[src/rtl/md_pkg.sv]
// Shared encodings for the multiply/divide unit.
// Op codes, FSM states and the op-class helpers.
package md_pkg;

  localparam logic [2:0] MD_MULT  = 3'b000;
  localparam logic [2:0] MD_MULTU = 3'b001;
  localparam logic [2:0] MD_DIV   = 3'b010;
  localparam logic [2:0] MD_DIVU  = 3'b011;
  localparam logic [2:0] MD_MTHI  = 3'b100;
  localparam logic [2:0] MD_MTLO  = 3'b101;

  typedef enum logic [1:0] {
    IDLE = 2'd0,
    CALC = 2'd1,
    FIX  = 2'd2
  } md_state_e;

  function automatic logic is_arith(input logic [2:0] op);
    return op[2] == 1'b0;
  endfunction

  function automatic logic is_move(input logic [2:0] op);
    return op[2:1] == 2'b10;
  endfunction

endpackage

[src/rtl/md_step.sv]
// One iteration of the shared datapath: shift-add for
// multiply, restoring shift-subtract for divide.
module md_step #(
  parameter int WIDTH = 32
) (
  input  logic [2*WIDTH-1:0] acc,
  input  logic [WIDTH-1:0]   opnd,
  input  logic               div,
  input  logic               bin,
  output logic [2*WIDTH-1:0] acc_nxt
);

  logic [WIDTH:0]   sum;
  logic [WIDTH:0]   shl;
  logic [WIDTH-1:0] diff;
  logic             ge;

  always_comb begin
    sum  = {1'b0, acc[2*WIDTH-1:WIDTH]}
         + (bin ? {1'b0, opnd} : '0);
    shl  = {acc[2*WIDTH-1:WIDTH], bin};
    ge   = shl >= {1'b0, opnd};
    // remainder after subtract always fits WIDTH bits
    diff = shl[WIDTH-1:0] - opnd;
    if (div)
      acc_nxt = {ge ? diff : shl[WIDTH-1:0],
                 acc[WIDTH-2:0], ge};
    else
      acc_nxt = {sum, acc[WIDTH-1:1]};
  end

endmodule

[src/rtl/md_unit.sv]
// Iterative multiply/divide unit owning HI/LO.
// 33-cycle MULT/MULTU/DIV/DIVU plus MTHI/MTLO.
module md_unit
  import md_pkg::*;
#(
  parameter int WIDTH = 32
) (
  input  logic             clk,
  input  logic             rst,
  input  logic             md_start,
  input  logic [2:0]       md_op,
  input  logic [WIDTH-1:0] a,
  input  logic [WIDTH-1:0] b,
  output logic             busy,
  output logic             done,
  output logic [WIDTH-1:0] hi,
  output logic [WIDTH-1:0] lo
);

  localparam int CW = $clog2(WIDTH);
  localparam logic [CW-1:0] CLAST = CW'(WIDTH - 1);

  md_state_e state, state_n;

  logic [CW-1:0]      cnt;
  logic [CW-1:0]      idx;
  logic [WIDTH-1:0]   src;
  logic [WIDTH-1:0]   opnd;
  logic [2*WIDTH-1:0] acc;
  logic [2*WIDTH-1:0] acc_nxt;
  logic               is_div;
  logic               neg_q;
  logic               neg_r;

  logic               go;
  logic               mt;
  logic               sgn;
  logic               sa;
  logic               sb;
  logic [WIDTH-1:0]   a_mag;
  logic [WIDTH-1:0]   b_mag;
  logic [2*WIDTH-1:0] p_fix;
  logic [WIDTH-1:0]   q_fix;
  logic [WIDTH-1:0]   r_fix;

  always_comb begin
    go    = (state == IDLE) && md_start && is_arith(md_op);
    mt    = (state == IDLE) && md_start && is_move(md_op);
    sgn   = ~md_op[0];
    sa    = sgn & a[WIDTH-1];
    sb    = sgn & b[WIDTH-1];
    a_mag = sa ? -a : a;
    b_mag = sb ? -b : b;
    // multiplier consumed LSB first, dividend MSB first
    idx   = is_div ? CLAST - cnt : cnt;
    p_fix = neg_q ? -acc : acc;
    q_fix = neg_q ? -acc[WIDTH-1:0] : acc[WIDTH-1:0];
    r_fix = neg_r ? -acc[2*WIDTH-1:WIDTH]
                  : acc[2*WIDTH-1:WIDTH];
  end

  md_step #(.WIDTH(WIDTH)) u_step (
    .acc     (acc),
    .opnd    (opnd),
    .div     (is_div),
    .bin     (src[idx]),
    .acc_nxt (acc_nxt)
  );

  always_ff @(posedge clk or posedge rst) begin
    if (rst) state <= IDLE;
    else     state <= state_n;
  end

  always_comb begin
    state_n = state;
    unique case (state)
      IDLE:    if (go) state_n = CALC;
      CALC:    if (cnt == CLAST) state_n = FIX;
      FIX:     state_n = IDLE;
      default: state_n = IDLE;
    endcase
  end

  always_ff @(posedge clk or posedge rst) begin
    if (rst) begin
      busy   <= 1'b0;
      done   <= 1'b0;
      hi     <= '0;
      lo     <= '0;
      cnt    <= '0;
      src    <= '0;
      opnd   <= '0;
      acc    <= '0;
      is_div <= 1'b0;
      neg_q  <= 1'b0;
      neg_r  <= 1'b0;
    end else begin
      busy <= state_n != IDLE;
      done <= state == FIX;
      unique case (state)
        IDLE: begin
          if (go) begin
            src    <= a_mag;
            opnd   <= b_mag;
            acc    <= '0;
            cnt    <= '0;
            is_div <= md_op[1];
            // divide by zero keeps quotient all ones
            neg_q  <= (sa ^ sb)
                    & ~(md_op[1] && b == '0);
            neg_r  <= sa & md_op[1];
          end else if (mt) begin
            if (md_op[0]) lo <= a;
            else          hi <= a;
          end
        end
        CALC: begin
          acc <= acc_nxt;
          cnt <= cnt + 1'b1;
        end
        FIX: begin
          if (is_div) begin
            hi <= r_fix;
            lo <= q_fix;
          end else begin
            hi <= p_fix[2*WIDTH-1:WIDTH];
            lo <= p_fix[WIDTH-1:0];
          end
        end
        default: ;
      endcase
    end
  end

endmodule

[config.mk]
export PLATFORM = sky130hd
export DESIGN_NAME = md_unit
export DESIGN_NICKNAME = d
export VERILOG_FILES = /design/src/rtl/md_pkg.sv /design/src/rtl/md_step.sv /design/src/rtl/md_unit.sv
export SDC_FILE = /design/constraint.sdc
export NUM_CORES = 1
export LEC_CHECK = 0
export CAP_MARGIN = 40
export CORE_ASPECT_RATIO = 1.25
export CORE_UTILIZATION = 50
export CTS_CLUSTER_DIAMETER = 200
export DETAILED_ROUTE_END_ITERATION = 7
export PLACE_DENSITY = 0.72
export RECOVER_POWER = 100
export SLEW_MARGIN = 40
export SYNTH_ARGS = -nofsm -noshare
export SYNTH_HDL_FRONTEND = slang
export SYNTH_SLANG_ARGS = --single-unit
[constraint.sdc]
create_clock -name clk -period 9.1 [get_ports clk]
set_input_delay 1.82 -clock clk [delete_from_list [all_inputs] [get_ports clk]]
set_output_delay 1.82 -clock clk [all_outputs]
set_load 0.1 [all_outputs]
[Word-level counts from Yosys, hierarchy flattened]
Cells that the tools add are included.
Storage, ports and cells
  logic and storage cells: 81
  bits in registers: 204
  output and inout port bits: 66
  bits of input ports: 70
Cells by class
  reductions and logical operators: 13
  order comparisons: 2
  add/sub/neg operators: 9
  bitwise logic cells: 8
  mux-type cells: 28
  equal/unequal tests: 9
Operator list (count)
  $mux W32: 14
  $mux W64: 3
  $neg A32 Y32: 4
  $pmux W32 S2: 2
  $pmux W64 S2: 1
  $neg A64 Y64: 1
  $add A32 B33 Y33: 1
  $ge A33 B32 Y1: 1
  $logic_not A32 Y1: 1
  $sub A32 B32 Y32: 1
  $mux W5: 2
  $ne A2 B2 Y1 const B: 5
  $pmux W5 S2: 1
  $reduce_and A4 Y1: 2
  $lt A5 B6 Y1 const B: 1
  $reduce_bool A2 Y1: 3
  $add A5 B1 Y5 const B: 1
  $bmux W1 S5: 1
  $eq A5 B5 Y1 const B: 1
  $sub A5 B5 Y5 const A: 1
  $and A1 B1 Y1: 4
  $eq A2 B2 Y1 const B: 2
  $logic_and A1 B1 Y1: 4
  $mux W2: 2
  other kinds (7): 10

[Depth between registers and ports, before layout]
  depth in word-level cells: 8
  depth in mapped cells: 23
  mapped depth without buffers: 20

[By module]
From an unflattened synthesis, not the netlist that was laid out.
Second synthesis, totals
  cell total of the unflattened synthesis: 2008
  area, all modules: 16288.1 µm²
By module, submodules not included
  md_unit: times used 1, sequential area each 5104.9 µm², area an instance 11441.0 µm², cells each 1307
  md_step: times used 1, sequential area each 0.0 µm², area an instance 4847.1 µm², cells each 701

[Worst setup path before layout]
No wires, ideal clock.
  path type: register to register
  start: reg is_div
  end: reg acc[60]
  slack: 4.324 ns
  data required time: 9.006 ns
  buffers on the path: 2
  cell stages (with the launch flop): 23
  setup time: 0.094 ns
  arrival time: 4.682 ns
  period minus slack after synthesis: 4.776 ns
  cell sequence: dfrtp_1 buf_2 xor2_1 mux2i_1 o221ai_1 a2bb2oi_1 o22ai_1 o21ai_0 o21ai_0 inv_1 clkbuf_1 ha_1 inv_1 fa_1 a21o_1 a311o_1 nand2_1 a211oi_1 o31ai_1 o211ai_1 o211ai_1 mux2_2 a211oi_1
On the way
  longest elaborated chain between the ends: 7
  elaborated cells between the ends (all ways): 10
  those cells by class: add/sub (2); order compare (1); mux (7)
RTL lines
  start, declared: line md_unit.sv:31  | logic is_div;
  start signal, assigned: line md_unit.sv:108  | is_div <= md_op[1];
  $mux W5: line md_unit.sv:55  | idx = is_div ? CLAST - cnt : cnt;
  $bmux W1 S5: line md_unit.sv:66  | .bin (src[idx]),
  $mux W1 (not written as such): line md_unit.sv:66
  $mux W32, or another cell as far along: line md_step.sv:20  | + (bin ? {1'b0, opnd} : '0);
  $add A32 B33 Y33 or $mux W32 (tied branches): line md_step.sv:20, md_step.sv:26
  $mux W64 (*): line md_step.sv:25  | if (div)
  $pmux W64 S2 (*): line md_unit.sv:101  | unique case (state)
  end signal, assigned: line md_unit.sv:119  | acc <= acc_nxt;
  end, declared: line md_unit.sv:29  | logic [2*WIDTH-1:0] acc;
Mark *: on every way between the ends. The rest lies on a longest branch, timed or not. The select of a mux whose other input is x is not followed.
A chain may end at the register's enable or synchronous reset.

[Worst setup path in the final report]
  start: reg cnt[2]
  end: reg acc[43]
On the way
  longest elaborated chain between the ends: 8
  elaborated cells between the ends (all ways): 11
  those cells by class: add/sub (3); order compare (1); mux (7)
RTL lines
  start, declared: line md_unit.sv:25  | logic [CW-1:0] cnt;
  start signal, assigned: line md_unit.sv:120  | cnt <= cnt + 1'b1;
  $sub A5 B5 Y5: line md_unit.sv:55
  $mux W5 (*): line md_unit.sv:55
  $bmux W1 S5 (*): line md_unit.sv:66
  $mux W1 (not written as such) (*): line md_unit.sv:66
  $mux W32, or another cell as far along: line md_step.sv:20
  $add A32 B33 Y33 or $mux W32 (tied branches): line md_step.sv:20, md_step.sv:26
  $mux W64 (*): line md_step.sv:25
  $pmux W64 S2 (*): line md_unit.sv:101
Marked as above.

==> results summary <==
The type of the worst min-delay path is reg -> reg. The clock transition time at the flip-flop clock pins of the worst setup and hold paths is 0.07 ns. The maximum fanout encountered on the critical timing path is 24. The clock latency on the worst-skew pair came out at 0.54 ns. The layout cell share with drive strength beyond 1 came out at 4.52%.

The critical path startpoint category is a flop. The number of hold buffers added after CTS is 0. Setup repair after global routing left no endpoint under its margin. By area the synthesized netlist is led by sky130_fd_sc_hd__dfrtp_1, sky130_fd_sc_hd__o21ai_0, sky130_fd_sc_hd__ha_1, sky130_fd_sc_hd__xnor2_1, sky130_fd_sc_hd__nand2_1. Dividing the detail-routed via count by the number of cells gives 6.14. In the final routed layout, each cell accounts on average for 20.4 um. Entering global routing, the biggest net connects 127 pins.

Hold is met by 0.478 ns. The die outline width is 161 um. Routability-driven placement finished with a final weighted congestion of 0.956. The post-cts sizing count is 0. In this run the worst setup path terminates at acc[43]. In the post-synthesis netlist, the cell with the most instances is sky130_fd_sc_hd__o21ai_0. Tracing the worst setup path back leads to its startpoint at cnt[2].

The max-capacitance violation count is 5. For this design, the sink count on the clock tree is 204. The pre-antenna-repair detailed-routing pass consisted of 6 iterations.

The number of antenna repair diodes came out at 0. The total count of max-transition violations in the final report is 357. The final routed DRC violation total is 0. The final hold violation count is 0.

By count the netlist is led by sky130_fd_sc_hd__o21ai_0, sky130_fd_sc_hd__nand2_1, sky130_fd_sc_hd__dfrtp_1. TritonCTS built the clock tree. The via count of the first global-routing pass came out at 14200. The endpoint of the worst register-to-register path is acc[43]. The first global-routing pass estimated 78000 um of wire.

The number of design-rule violations left by the first detailed-router iteration is 1233. The final layout contains 2141 nets. The number of nets in the synthesized netlist is 2091. The total number of placement rows came out at 72.

The number of cells traversed by the worst register-to-register path is 18. The final wirelength came out at 49400 um. The post-route clock period utilization is 80.9%.

From synthesis to final layout, the design area changed by 11.5%. The endpoint class of the critical path is a flop. Summed over its instances, the top area cell type makes up 32.4% of the synthesized netlist area. The core area came out at 31000 um^2. The initial antenna violation count is 0. The critical path data arrival time came out at 7.77 ns. The post-detailed-route count of antenna-violating nets is 0. For this design the top-level I/O count stands at 136. The total half-perimeter wirelength after legalization and detailed placement came out at 36700 um.

The count of vias placed by the detailed router is 14900. The share of synthesized area occupied by flip-flops and latches came out at 32.4%. After synthesis, the mean cell area works out to 8.09 um^2. The count of H-tree levels built during CTS is 1. After synthesis the netlist holds a flip-flop and latch count of 204. The initial standard-cell utilization of the core is 50.9%.

The number of buffers on the longest clock path is 3. The final reports fail on capacitance limit, slew limit. In this run the tightest slew margin relative to its limit is -278%.

The height of the chip is 200 um. The total grt overflow is 0. In this run the critical register-to-register path is launched from cnt[2].

After synthesis the cells add up to 15800 um^2. The total routing usage reported by global routing is 30.5%. Of all cell types, the one taking the most synthesized area is sky130_fd_sc_hd__dfrtp_1. CTS placed an instance of sky130_fd_sc_hd__clkbuf_16 at the clock tree root.

Setup slack on the worst reg-to-reg path comes out at 1.74 ns. The highest achievable clock rate came out at 0.136 GHz. The area enclosed by the die boundary came out at 32200 um^2.

The proportion of register bits with asynchronous set or reset after synthesis is 100%. The synthesized netlist cell count is 1947. The flow ran to the end, but the final reports show violations. Across the routed clock network, the largest skew measured is 0.0129 ns. The critical path class is reg -> reg. The worst-margin pin slew is 5.64 ns.

The unique cell type count in the Yosys netlist is 80. The count of buffers from port buffering is 135. The required time at the worst-slack endpoint is 9.51 ns. In the synthesized netlist the dominant register cell turns out to be sky130_fd_sc_hd__dfrtp_1. The final number of setup-violating endpoints is 0.

The count of yosys warnings during synthesis is 0. The count of flip-flops with a built-in enable after synthesis is 0. The final critical-path required period is 7.36 ns. The number of setup buffers added after CTS came out at 0. The number of buffers inserted during clock tree synthesis came out at 24.

The total negative setup slack came out at 0 ns.
-- how the worst min path moves through the flow --
stage | start | end | slack, ns | depth (start not counted)
final | opnd[8] | opnd[8] | 0.48 | 2
after global routing | lo[10] | lo[10] | 0.49 | 1
after CTS | lo[1] | lo[1] | 0.48 | 1
after detailed placement | lo[1] | lo[1] | 0.46 | 1
after global placement | opnd[10] | opnd[10] | 0.46 | 2
after floorplan | src[20] | src[20] | 0.45 | 2
-- per-stage QoR --
stage / cell area (um^2) / utilization, % / worst slack [ns] / std cells
CTS: 17700 / 57.1 / 2.78 / 2422
floorplan: 15800 / - / 1.71 / 1947
global route: 17600 / 56.7 / 1.34 / 2422
finish: 17600 / 56.7 / 1.74 / 2422
global placement: 17200 / 55.6 / 2.85 / 2378
detailed placement: 16900 / 54.6 / 2.81 / 2378
-- critical path: stages, from the launching register on --
cell and delay [ns]:
sky130_fd_sc_hd__dfrtp_1 0.76, sky130_fd_sc_hd__nand2b_1 0.23, sky130_fd_sc_hd__nand2_1 0.26, sky130_fd_sc_hd__a211oi_1 0.31
sky130_fd_sc_hd__a21oi_1 0.08, sky130_fd_sc_hd__mux4_2 0.47, sky130_fd_sc_hd__o21ai_0 0.90, sky130_fd_sc_hd__inv_1 0.60
sky130_fd_sc_hd__ha_1 0.38, sky130_fd_sc_hd__nor2b_1 0.16, sky130_fd_sc_hd__o2111ai_1 0.15, sky130_fd_sc_hd__a21oi_1 0.29
sky130_fd_sc_hd__o211a_1 0.26, sky130_fd_sc_hd__nor3_1 0.13, sky130_fd_sc_hd__nor2_4 0.37, sky130_fd_sc_hd__clkbuf_1 1.15
sky130_fd_sc_hd__mux2_2 0.43, sky130_fd_sc_hd__a22oi_1 0.15, sky130_fd_sc_hd__o21ai_0 0.12
-- cells in the final DEF, fill, tap and decap left out, drive strengths merged, types with 30 or more instances in the layout --
master,n
o21ai,226
nand2,213
dfrtp,204
nor2,173
a21oi,142
clkbuf,105
xnor2,93
xor2,78
ha,72
inv,68
clkdlybuf4s50,65
nand3,64
mux2i,56
nor3,38
a22oi,30
-- layout make-up --
class                           count  area, um^2
Timing Repair Buffer              150        1040
Tap cell                          407         509
Clock inverter                     11        95.1
Sequential cell                   204        5110
Fill cell                        3039       13400
Inverter                           67         253
Clock buffer                       33         686
Multi-Input combinational cell   1550        9870
-- kinds of logic (layout without fill, tap and decap cells) --
logic type	count (synthesis)	in the layout	share of synthesized area (%)
mux	69	69	4.77
xor+xnor	171	171	9.50
fa+ha+maj	74	74	5.97
compound gates	598	598	23.2
buf+inv	193	261	5.07
flops	204	204	32.4
simple gates	638	638	19.0
-- registers in the layout, indices dropped and copies added, names as in the netlist, 2 cells and up --
name and count:
lo 32, src 32, state 2, opnd 32, hi 32, cnt 5
acc 64
-- per-layer routing --
metal | vias to the layer above | routed length, um | GRT usage, %
met5 | - | 0 | 0
met1 | 7030 | 20300 | 39.2
li1 | 7098 | - | -
met4 | 0 | 2310 | 14.0
met2 | 617 | 23600 | 51.5
met3 | 130 | 3250 | 3.08
Power is left out: the tool's default activity adds up to more than one toggle a clock period on the data nets, which glitch-free logic cannot reach.
